$ cat src/rtl/flash_axim_pkg.sv
// flash_axim_pkg: shared definitions for the flash AXI4-Lite master.
//   - request op encodings
//   - flash slave address-bit op encoding positions
//   - FSM state enum
//   - fixed PROT / STRB values
//   - op_addr(): builds the encoded AXI address for a request
package flash_axim_pkg;

    typedef enum logic [1:0] {
        OP_READ    = 2'b00,
        OP_WRITE   = 2'b01,
        OP_ERASE_A = 2'b10,
        OP_ERASE_B = 2'b11
    } op_t;

    localparam int OPBIT_RW  = 24;
    localparam int OPBIT_ERA = 25;
    localparam int OPBIT_ERB = 26;

    typedef enum logic [3:0] {
        ST_IDLE,
        ST_RD_A,
        ST_RD_D,
        ST_WR_AW,
        ST_WR_B,
        ST_ER_A,
        ST_ER_BUSY,
        ST_ER_DONE,
        ST_RSP
    } state_t;

    localparam logic [2:0] DEF_PROT  = 3'b000;
    localparam logic [3:0] DEF_WSTRB = 4'hF;

    // The flash slave decodes the operation from a single high address bit
    // above the 24-bit byte address.
    function automatic logic [31:0] op_addr(input op_t op, input logic [23:0] addr);
        logic [31:0] a;
        a = {8'h00, addr};
        case (op)
            OP_ERASE_A: a[OPBIT_ERA] = 1'b1;
            OP_ERASE_B: a[OPBIT_ERB] = 1'b1;
            default:    a[OPBIT_RW]  = 1'b1;
        endcase
        return a;
    endfunction

endpackage

$ cat src/rtl/flash_axi_master_if.sv
// flash_axi_master_if: AXI4-Lite bus between the flash master and the flash
// controller slave port.
//   master modport: drives AW/W/AR channels and BREADY/RREADY
//   slave  modport: drives AWREADY/WREADY/ARREADY and the B/R channels
interface flash_axi_master_if;

    logic [31:0] AWADDR;
    logic        AWVALID;
    logic [2:0]  AWPROT;
    logic        AWREADY;

    logic [31:0] WDATA;
    logic [3:0]  WSTRB;
    logic        WVALID;
    logic        WREADY;

    logic        BVALID;
    logic [1:0]  BRESP;
    logic        BREADY;

    logic [31:0] ARADDR;
    logic        ARVALID;
    logic [2:0]  ARPROT;
    logic        ARREADY;

    logic        RVALID;
    logic [31:0] RDATA;
    logic [1:0]  RRESP;
    logic        RREADY;

    modport master (
        output AWADDR, AWVALID, AWPROT, input AWREADY,
        output WDATA, WSTRB, WVALID, input WREADY,
        input BVALID, BRESP, output BREADY,
        output ARADDR, ARVALID, ARPROT, input ARREADY,
        input RVALID, RDATA, RRESP, output RREADY
    );

    modport slave (
        input AWADDR, AWVALID, AWPROT, output AWREADY,
        input WDATA, WSTRB, WVALID, output WREADY,
        output BVALID, BRESP, input BREADY,
        input ARADDR, ARVALID, ARPROT, output ARREADY,
        output RVALID, RDATA, RRESP, input RREADY
    );

endinterface

$ cat src/rtl/flash_axim_wait_cnt.sv
// flash_axim_wait_cnt: down-counter measuring how long the FSM has sat in
// its current state.
//   ACLK, ARESET : clock, synchronous active-high reset
//   state        : current FSM state; any change reloads the counter
//   limit        : number of cycles allowed in the current state
//   expired      : high in the limit-th cycle spent in the current state
//
// The state change is seen one cycle late (state vs. its registered copy),
// so the reload value is limit-2 and the reload cycle itself counts as the
// first cycle in the state.
module flash_axim_wait_cnt
    import flash_axim_pkg::*;
#(
    parameter int W = 32
) (
    input  logic         ACLK,
    input  logic         ARESET,
    input  state_t       state,
    input  logic [W-1:0] limit,
    output logic         expired
);

    state_t       st_q;
    logic [W-1:0] cnt;
    logic         load;

    assign load = (state != st_q);

    always_ff @(posedge ACLK) begin
        if (ARESET) begin
            st_q <= ST_IDLE;
            cnt  <= '0;
        end else begin
            st_q <= state;
            if (load) begin
                cnt <= (limit > W'(1)) ? (limit - W'(2)) : '0;
            end else if (cnt != '0) begin
                cnt <= cnt - W'(1);
            end
        end
    end

    assign expired = load ? (limit <= W'(1)) : (cnt == '0);

endmodule

$ cat src/rtl/flash_axi_master.sv
// flash_axi_master: single-outstanding request interface to AXI4-Lite
// master for the flash controller (read / write / erase-A / erase-B).
//   ACLK, ARESET          : clock, synchronous active-high reset
//   req_valid/req_ready   : request handshake; req_op, req_addr, req_wdata
//   rsp_valid             : one-cycle response pulse with rsp_rdata, rsp_err
//   busy                  : a request is in progress
//   axi                   : AXI4-Lite master port (flash_axi_master_if.master)
// Build option: define FLASH_AXIM_TIMEOUT_EN to abort any wait state that
// lasts TIMEOUT_CYCLES with an error response.
//
// state      | meaning
// -----------+-----------------------------------------------------------
// ST_IDLE    | req_ready high, waiting for a request
// ST_RD_A    | ARVALID high until ARREADY
// ST_RD_D    | RREADY high until RVALID, capture data/resp
// ST_WR_AW   | AWVALID and WVALID high, each dropped on its own handshake
// ST_WR_B    | BREADY high until BVALID
// ST_ER_A    | AWVALID high (no W) until AWREADY
// ST_ER_BUSY | wait for AWREADY low (erase started) within the busy window
// ST_ER_DONE | wait for AWREADY high (erase finished)
// ST_RSP     | rsp_valid pulse, then back to idle
module flash_axi_master
    import flash_axim_pkg::*;
#(
    parameter int TIMEOUT_CYCLES    = 1000000,
    parameter int ERASE_BUSY_WINDOW = 64
) (
    input  logic                     ACLK,
    input  logic                     ARESET,
    input  logic                     req_valid,
    output logic                     req_ready,
    input  logic [1:0]               req_op,
    input  logic [23:0]              req_addr,
    input  logic [31:0]              req_wdata,
    output logic                     rsp_valid,
    output logic [31:0]              rsp_rdata,
    output logic                     rsp_err,
    output logic                     busy,
    flash_axi_master_if.master       axi
);

    localparam logic [31:0] ERASE_LIMIT = 32'(ERASE_BUSY_WINDOW);
    localparam logic [31:0] TMO_LIMIT   = 32'(TIMEOUT_CYCLES);

    state_t      state;
    logic        aw_valid, w_valid, b_ready, ar_valid, r_ready;
    logic [31:0] aw_addr, w_data, ar_addr;
    logic [31:0] cnt_limit;
    logic        cnt_expired;
    logic        aw_hs, w_hs;

    assign axi.AWADDR  = aw_addr;
    assign axi.AWVALID = aw_valid;
    assign axi.AWPROT  = DEF_PROT;
    assign axi.WDATA   = w_data;
    assign axi.WSTRB   = DEF_WSTRB;
    assign axi.WVALID  = w_valid;
    assign axi.BREADY  = b_ready;
    assign axi.ARADDR  = ar_addr;
    assign axi.ARVALID = ar_valid;
    assign axi.ARPROT  = DEF_PROT;
    assign axi.RREADY  = r_ready;

    assign aw_hs = aw_valid & axi.AWREADY;
    assign w_hs  = w_valid & axi.WREADY;

    // One counter serves both the erase busy window and the wait timeout.
    assign cnt_limit = (state == ST_ER_BUSY) ? ERASE_LIMIT : TMO_LIMIT;

    flash_axim_wait_cnt #(.W(32)) u_wait_cnt (
        .ACLK    (ACLK),
        .ARESET  (ARESET),
        .state   (state),
        .limit   (cnt_limit),
        .expired (cnt_expired)
    );

    always_ff @(posedge ACLK) begin
        if (ARESET) begin
            state     <= ST_IDLE;
            req_ready <= 1'b1;
            busy      <= 1'b0;
            rsp_valid <= 1'b0;
            rsp_rdata <= '0;
            rsp_err   <= 1'b0;
            aw_valid  <= 1'b0;
            aw_addr   <= '0;
            w_valid   <= 1'b0;
            w_data    <= '0;
            b_ready   <= 1'b0;
            ar_valid  <= 1'b0;
            ar_addr   <= '0;
            r_ready   <= 1'b0;
        end else begin
            case (state)
                ST_IDLE: begin
                    if (req_valid) begin
                        req_ready <= 1'b0;
                        busy      <= 1'b1;
                        case (op_t'(req_op))
                            OP_READ: begin
                                ar_valid <= 1'b1;
                                ar_addr  <= op_addr(op_t'(req_op), req_addr);
                                state    <= ST_RD_A;
                            end
                            OP_WRITE: begin
                                aw_valid <= 1'b1;
                                aw_addr  <= op_addr(op_t'(req_op), req_addr);
                                w_valid  <= 1'b1;
                                w_data   <= req_wdata;
                                state    <= ST_WR_AW;
                            end
                            default: begin
                                aw_valid <= 1'b1;
                                aw_addr  <= op_addr(op_t'(req_op), req_addr);
                                state    <= ST_ER_A;
                            end
                        endcase
                    end
                end
                ST_RD_A: begin
                    if (axi.ARREADY) begin
                        ar_valid <= 1'b0;
                        ar_addr  <= '0;
                        r_ready  <= 1'b1;
                        state    <= ST_RD_D;
                    end
                end
                ST_RD_D: begin
                    if (axi.RVALID) begin
                        r_ready   <= 1'b0;
                        rsp_valid <= 1'b1;
                        rsp_rdata <= axi.RDATA;
                        rsp_err   <= (axi.RRESP != 2'b00);
                        state     <= ST_RSP;
                    end
                end
                ST_WR_AW: begin
                    if (aw_hs) begin
                        aw_valid <= 1'b0;
                        aw_addr  <= '0;
                    end
                    if (w_hs) begin
                        w_valid <= 1'b0;
                    end
                    if ((aw_hs || !aw_valid) && (w_hs || !w_valid)) begin
                        b_ready <= 1'b1;
                        state   <= ST_WR_B;
                    end
                end
                ST_WR_B: begin
                    if (axi.BVALID) begin
                        b_ready   <= 1'b0;
                        rsp_valid <= 1'b1;
                        rsp_rdata <= '0;
                        rsp_err   <= (axi.BRESP != 2'b00);
                        state     <= ST_RSP;
                    end
                end
                ST_ER_A: begin
                    if (axi.AWREADY) begin
                        aw_valid <= 1'b0;
                        aw_addr  <= '0;
                        state    <= ST_ER_BUSY;
                    end
                end
                ST_ER_BUSY: begin
                    // AWREADY dropping is the slave's only sign the erase began.
                    if (!axi.AWREADY) begin
                        state <= ST_ER_DONE;
                    end else if (cnt_expired) begin
                        rsp_valid <= 1'b1;
                        rsp_rdata <= '0;
                        rsp_err   <= 1'b1;
                        state     <= ST_RSP;
                    end
                end
                ST_ER_DONE: begin
                    if (axi.AWREADY) begin
                        rsp_valid <= 1'b1;
                        rsp_rdata <= '0;
                        rsp_err   <= 1'b0;
                        state     <= ST_RSP;
                    end
                end
                ST_RSP: begin
                    rsp_valid <= 1'b0;
                    rsp_rdata <= '0;
                    rsp_err   <= 1'b0;
                    req_ready <= 1'b1;
                    busy      <= 1'b0;
                    state     <= ST_IDLE;
                end
                default: begin
                    state <= ST_IDLE;
                end
            endcase

`ifdef FLASH_AXIM_TIMEOUT_EN
            // Overrides the case above. ER_BUSY already has its own bound.
            if (state != ST_IDLE && state != ST_RSP && state != ST_ER_BUSY && cnt_expired) begin
                aw_valid  <= 1'b0;
                aw_addr   <= '0;
                w_valid   <= 1'b0;
                b_ready   <= 1'b0;
                ar_valid  <= 1'b0;
                ar_addr   <= '0;
                r_ready   <= 1'b0;
                rsp_valid <= 1'b1;
                rsp_rdata <= '0;
                rsp_err   <= 1'b1;
                state     <= ST_RSP;
            end
`endif
        end
    end

endmodule

$ cat src/flat_wrapper.sv
// flat-port wrapper written by rule: the top's interface ports become plain ports
module flash_axi_master_flat import flash_axim_pkg::*;
#(
    parameter int TIMEOUT_CYCLES    = 1000000,
    parameter int ERASE_BUSY_WINDOW = 64
)
  (ACLK, ARESET, req_valid, req_ready, req_op, req_addr, req_wdata, rsp_valid, rsp_rdata, rsp_err, busy, axi_AWADDR, axi_AWVALID, axi_AWPROT, axi_AWREADY, axi_WDATA, axi_WSTRB, axi_WVALID, axi_WREADY, axi_BVALID, axi_BRESP, axi_BREADY, axi_ARADDR, axi_ARVALID, axi_ARPROT, axi_ARREADY, axi_RVALID, axi_RDATA, axi_RRESP, axi_RREADY);
  flash_axi_master_if axi_i ();
  input  logic ACLK;
  input  logic ARESET;
  input  logic req_valid;
  output logic req_ready;
  input  logic [1:0] req_op;
  input  logic [23:0] req_addr;
  input  logic [31:0] req_wdata;
  output logic rsp_valid;
  output logic [31:0] rsp_rdata;
  output logic rsp_err;
  output logic busy;
  output wire logic [$bits(axi_i.AWADDR)-1:0] axi_AWADDR;
  output wire logic [$bits(axi_i.AWVALID)-1:0] axi_AWVALID;
  output wire logic [$bits(axi_i.AWPROT)-1:0] axi_AWPROT;
  input wire logic [$bits(axi_i.AWREADY)-1:0] axi_AWREADY;
  output wire logic [$bits(axi_i.WDATA)-1:0] axi_WDATA;
  output wire logic [$bits(axi_i.WSTRB)-1:0] axi_WSTRB;
  output wire logic [$bits(axi_i.WVALID)-1:0] axi_WVALID;
  input wire logic [$bits(axi_i.WREADY)-1:0] axi_WREADY;
  input wire logic [$bits(axi_i.BVALID)-1:0] axi_BVALID;
  input wire logic [$bits(axi_i.BRESP)-1:0] axi_BRESP;
  output wire logic [$bits(axi_i.BREADY)-1:0] axi_BREADY;
  output wire logic [$bits(axi_i.ARADDR)-1:0] axi_ARADDR;
  output wire logic [$bits(axi_i.ARVALID)-1:0] axi_ARVALID;
  output wire logic [$bits(axi_i.ARPROT)-1:0] axi_ARPROT;
  input wire logic [$bits(axi_i.ARREADY)-1:0] axi_ARREADY;
  input wire logic [$bits(axi_i.RVALID)-1:0] axi_RVALID;
  input wire logic [$bits(axi_i.RDATA)-1:0] axi_RDATA;
  input wire logic [$bits(axi_i.RRESP)-1:0] axi_RRESP;
  output wire logic [$bits(axi_i.RREADY)-1:0] axi_RREADY;
  assign axi_AWADDR = axi_i.AWADDR;
  assign axi_AWVALID = axi_i.AWVALID;
  assign axi_AWPROT = axi_i.AWPROT;
  assign axi_i.AWREADY = axi_AWREADY;
  assign axi_WDATA = axi_i.WDATA;
  assign axi_WSTRB = axi_i.WSTRB;
  assign axi_WVALID = axi_i.WVALID;
  assign axi_i.WREADY = axi_WREADY;
  assign axi_i.BVALID = axi_BVALID;
  assign axi_i.BRESP = axi_BRESP;
  assign axi_BREADY = axi_i.BREADY;
  assign axi_ARADDR = axi_i.ARADDR;
  assign axi_ARVALID = axi_i.ARVALID;
  assign axi_ARPROT = axi_i.ARPROT;
  assign axi_i.ARREADY = axi_ARREADY;
  assign axi_i.RVALID = axi_RVALID;
  assign axi_i.RDATA = axi_RDATA;
  assign axi_i.RRESP = axi_RRESP;
  assign axi_RREADY = axi_i.RREADY;
  flash_axi_master #(.TIMEOUT_CYCLES(TIMEOUT_CYCLES), .ERASE_BUSY_WINDOW(ERASE_BUSY_WINDOW)) u_core (.ACLK(ACLK), .ARESET(ARESET), .req_valid(req_valid), .req_ready(req_ready), .req_op(req_op), .req_addr(req_addr), .req_wdata(req_wdata), .rsp_valid(rsp_valid), .rsp_rdata(rsp_rdata), .rsp_err(rsp_err), .busy(busy), .axi(axi_i));
endmodule
$ cat config.mk
export PLATFORM = sky130hd
export DESIGN_NAME = flash_axi_master_flat
export DESIGN_NICKNAME = d
export VERILOG_FILES = /design/src/rtl/flash_axim_pkg.sv /design/src/rtl/flash_axi_master_if.sv /design/src/rtl/flash_axim_wait_cnt.sv /design/src/rtl/flash_axi_master.sv /design/src/flat_wrapper.sv
export SDC_FILE = /design/constraint.sdc
export NUM_CORES = 1
export LEC_CHECK = 0
export ABC_CLOCK_PERIOD_IN_PS = 3700
export CORE_UTILIZATION = 35
export DETAILED_ROUTE_END_ITERATION = 10
export SYNTH_ARGS = -nofsm -noshare
export SYNTH_HDL_FRONTEND = slang
export SYNTH_SLANG_ARGS = --single-unit
export TNS_END_PERCENT = 100
$ cat constraint.sdc
create_clock -name ACLK -period 3.7 [get_ports ACLK]
set_clock_uncertainty 0.2 [all_clocks]
set_input_delay 0.37 -clock ACLK [delete_from_list [all_inputs] [get_ports ACLK]]
set_output_delay 0.37 -clock ACLK [all_outputs]
set_load 0.1 [all_outputs]
# Yosys cells after proc, flatten, opt, wreduce, memory -nomap -nowiden
# Cells that the tools add are included.
# op_classes
muxes	65
bitwise	2
reduce_logical	29
order_cmp	2
n_eq_ne	27
add_sub_neg	2
# op_table
cell	n
32-bit two-way mux	14
32-bit case mux with 5 select lines	1
32-bit case mux with 3 select lines	1
32-bit case mux with 2 select lines	1
4-bit two-way mux	9
32-bit by 1-bit > comparator with 1-bit output, second input constant	1
32-bit by 1-bit less-or-equal comparator with 1-bit output, second input constant	1
32-bit zero test	1
4-bit case mux with 8 select lines	1
32-bit nonzero test	1
32-bit by 1-bit subtractor with 32-bit output, second input constant	1
32-bit by 2-bit subtractor with 32-bit output, second input constant	1
1-bit two-way mux	27
20-bit two-way mux	1
2-bit inequality test, second input constant	10
4-bit by 3-bit equality test with 1-bit output, second input constant	4
2-bit nonzero test	8
1-bit case mux with 2 select lines	6
1-bit case mux with 5 select lines	2
3-bit AND reduction	3
4-bit by 2-bit equality test with 1-bit output, second input constant	2
2-bit by 1-bit inequality test with 1-bit output, second input constant	4
4-bit AND reduction	2
8-bit AND reduction	1
20 further kinds	24
# totals
ff_bits	177
out_inout_bits	147

# Depth between registers and ports, before layout
# logic_depth
depth_word	7
mapped_depth	10
ltp_nobuf	6

# Modules after synthesis
# A second synthesis with hierarchy kept.
# unflattened
cells_unflattened	891
hier_area_um2	7871.3
# by_module_without_submodules
mod	area_per_inst_um2	instances	cells_each	seq_area_each_um2
flash_axi_master	5197.5	1	559	2622.5
flash_axim_wait_cnt	2673.8	1	332	720.7

# Least setup slack after synthesis
# Ideal clock, no wire load.
# synth_path
path_type	register to register
start	register u_core.u_wait_cnt.cnt[11]
end	register u_core.u_wait_cnt.cnt[26]
setup_time_ns	0.070
arrival_ns	2.483
t_required_ns	3.430
stages_incl_launch_ff	7
setup_slack_ns	0.947
path_cell_list	dfxtp_1 -> or4_4 -> or4b_4 -> or3_1 -> buf_2 -> or4_1 -> a21oi_1
# synth_via
elab_chain_len	3
word_cells_on_any_way	5
# synth_lines
element	line	source
start: declaration	flash_axim_wait_cnt.sv:24	logic [W-1:0] cnt;
start signal: assignment	flash_axim_wait_cnt.sv:36	cnt <= (limit > W'(1)) ? (limit - W'(2)) : '0;
start signal: assignment	flash_axim_wait_cnt.sv:38	cnt <= cnt - W'(1);
32-bit by 1-bit subtractor with 32-bit output	flash_axim_wait_cnt.sv:38	
32-bit two-way mux	flash_axim_wait_cnt.sv:37	end else if (cnt != '0) begin
32-bit two-way mux	flash_axim_wait_cnt.sv:35	if (load) begin
# Several ways; a longest one is shown, not always the timed one. The select of a mux whose other input is x is not followed.
# A chain may end at the register's enable or synchronous reset.

# Final worst setup path
# layout_path
start	register u_core.u_wait_cnt.cnt[11]
end	register u_core.u_wait_cnt.cnt[30]
# The elaborated chain is that of the path after synthesis.

==> flow_summary_export.csv <==
group,metric,value,unit
timing,finalHoldViolations,0,
clock_tree,ctsHoldBuffers,0,
timing,setup_viol,0,
drt,wl,21500,µm
critical_path,end_kind,"register",
timing,fmax,346.7,MHz
drt,drt_iter0_markers,377,
synthesis,synth-edff-count,0,
power,power.density,873.7,nW/µm²
floorplan,fp-row-count,51,
placed_design,dp_hpwl,14250,µm
clock_tree,clk_pin_slew,0.07,ns
floorplan,dieArea,20970,µm²
critical_path,cp-start-kind,"register",
synthesis,syn_area,7138,µm²
timing,finalSetupTns,0,ns
clock_tree,cts.sinks,167,
synthesis,synth-seq-cells,167,
synthesis,syn_inst,846,
critical_path,crit_required,3.86,ns
timing,rsz0062_at_grt,"false",
flow_run,cap_viol_max_count,0,
critical_path,path_class,"reg2reg",
finish,antenna-diode-count,0,
drt,drcViolationCount,0,
run_status,outcome,"completed",
synthesis,ys.flop_type,"dfxtp_1",
floorplan,ioPinCount,249,
floorplan,core_area,19720,µm²
finish,layout.nets,1144,
clock_tree,cts_resized,0,
drt,vias_per_cell,5.190,
critical_path,path_max_fanout,8,
synthesis,synth_top_area_share,0.4684,
timing,timing.final.crit_period,2.884,ns
timing,timing.final.crit_share,0.7795,
critical_path,crit_chain,"or4_4 -> or4b_4 -> or3_1 -> or4_1 -> a21oi_1",
grt,antenna_found_initial,0,
synthesis,avgSynthCellArea,8.437,µm²
drt,firstDrtPassIters,5,
grt,grt_max_degree,69,
synthesis,ys_warn_count,0,
timing,finalMaxSlewViolations,0,
timing,tightest_slew,1.090,ns
grt,grt_pass1_wl,33620,µm
synthesis,ys_seq_area_frac,0.4684,
hold_path,hp-class,"reg2reg",
critical_path,rr_worst_depth,5,
floorplan,die_w,144.8,µm
critical_path,slowest_stage,"or4_4",
clock_tree,postCtsSetupBuffers,0,
synthesis,synth_area_leaders,"dfxtp_1, nand2_1, nand3_1, a21oi_1, nor2b_1",
synthesis,async_reset_ff_frac,0,
floorplan,die_y,144.8,µm
timing,slew_headroom,0.2708,
clock_tree,clockBufferDepth,2,
critical_path,max_stage_delay,0.58,ns
synthesis,yosysTopAreaCell,"dfxtp_1",
drt,antenna_left,0,
clock_tree,insertion_delay,0.42,ns
clock_tree,htree_levels,4,
finish,drive_gt1_frac,0.07685,
clock_tree,cts-root-buf,"clkbuf_16",
power,p_leak,3.714,nW
placed_design,place_congestion,0.7991,
power,peakVddDrop,0.4053,mV
critical_path,cp.arrival,3.04,ns
clock_tree,cts_buffers,17,
grt,grt_usage,0.2073,
placed_design,io_buffers,228,
synthesis,ys_types,65,
power,p_total,8.893,mW
drt,wire_per_inst,16.30,µm
clock_tree,cts_tree,"yes",
finish,area_growth,42.59,%
drt,vias,6846,
grt,grt-ovfl-total,0,
floorplan,start_util,0.3620,
grt,grt_pass1_vias,6604,
hold_path,min_path_cells,2,
[final timing paths]
| check | startpoint | end | slack, ns |
|---|---|---|---|
| setup / recovery | u_core.u_wait_cnt.cnt[11] | u_core.u_wait_cnt.cnt[30] | 0.82 |
| hold / removal | u_core.axi.WDATA[29] | u_core.axi.WDATA[29] | 0.25 |
| hold reg to reg | u_core.axi.WDATA[29] | u_core.axi.WDATA[29] | 0.25 |
| setup reg to reg | u_core.u_wait_cnt.cnt[11] | u_core.u_wait_cnt.cnt[30] | 0.82 |
[critical path, delay by kind of cell, from the launching register on]
kind	cells	cell delay, ns
compound gates	1	0.14
flops	1	0.35
simple gates	4	2.11
[routing by layer]
layer / vias up / global-route usage / wire length (µm)
met5: - / 0 / 0
met4: 0 / 0.07812 / 329
met2: 204 / 0.3226 / 10020
li1: 3381 / - / -
met3: 16 / 0.08490 / 1860
met1: 3245 / 0.2546 / 9292
[registers in the layout (all words and copies together), names as in the netlist]
signal                  cells
u_core.axi.ARVALID          1
u_core.axi.ARADDR          27
u_core.req_ready            1
u_core.axi.WVALID           1
u_core.axi.RREADY           1
u_core.busy                 1
u_core.rsp_err              1
u_core.state                4
u_core.axi.BREADY           1
u_core.rsp_valid            1
u_core.rsp_rdata           32
u_core.axi.WDATA           32
u_core.axi.AWVALID          1
u_core.axi.AWADDR          27
u_core.u_wait_cnt.st_q      4
u_core.u_wait_cnt.cnt      32
[cells in the final DEF, fill, tap and decap left out, types with 3 or more instances in the layout]
cell,netlist,routed
a211oi_1,5,5
a21oi_1,52,51
a22o_1,25,25
a22oi_1,26,26
and3_1,4,4
and4b_1,3,3
buf_4,20,20
clkbuf_16,0,17
clkdlybuf4s50_1,0,226
clkinv_8,0,5
conb_1,2,20
dfxtp_1,167,167
inv_1,10,10
inv_6,0,6
inv_8,0,3
nand2_1,111,111
nand3_1,73,73
nand4_1,36,36
nor2_1,56,56
nor2b_1,38,37
nor3_1,18,15
nor3_2,0,3
nor3b_1,5,4
nor4_1,7,7
o211ai_1,4,4
o21ai_0,17,17
o311ai_0,3,3
o31ai_1,9,9
o41ai_1,3,3
or2_2,3,3
or3_1,10,10
or3_2,5,5
or4_1,12,12
or4_2,4,4
xnor2_1,12,12
[where the power goes]
group          switching (mW)  internal, mW  leakage, nW
Clock                   0.860         0.983        0.303
Sequential              0.288          2.18         1.36
Combinational            3.39          1.20         2.05
[synth_stat cells (all sizes together), types with 4 or more instances]
library cell  count
dfxtp           167
nand2           111
nand3            73
clkbuf           61
nor2             56
a21oi            52
nor2b            38
nand4            36
a22oi            26
buf              26
a22o             25
nor3             18
or4              18
o21ai            17
or3              15
xnor2            12
inv              10
o31ai             9
nor4              8
a211oi            5
nor3b             5
and3              4
o211ai            4
[kinds of logic (layout without fill, tap and decap cells)]
logic type               after synthesis  after routing  share of synthesized area
AND/OR/NAND/NOR                      402            402                     0.2917
adder cells (fa/ha/maj)                1              1                   0.001753
other                                  2             20                   0.001052
buffers and inverters                 98            288                    0.06503
AO/OA/AOI/OAI                        162            162                     0.1548
XOR/XNOR                              13             13                    0.01595
multiplexers                           1              1                   0.001402
flip-flops                           167            167                     0.4684
[cell type report]
class                   count  area [µm²]
fillers                  1887        9539
clock inverters            15       197.7
flip-flops and latches    167        3343
multi-input cells         599        3431
clock buffers              17       425.4
repair buffers            246        2412
well taps                 265       331.6
inverters                  10       37.54
[per-stage QoR]
step                area, µm²  setup slack (ns)  hold WS [ns]  utilization  cells
finish                  10180            0.8158        0.2544       0.5162   1319
global route            10180            0.6644        0.2707       0.5162   1319
CTS                     10180            0.8264        0.2564       0.5162   1319
detailed placement       9555            0.8402        0.2480       0.4846   1287
global placement         9555            0.8595        0.2401       0.4846   1287
floorplan                7206            0.9469        0.2526            -    864
Note: power is estimated with default switching activity, not from simulation.
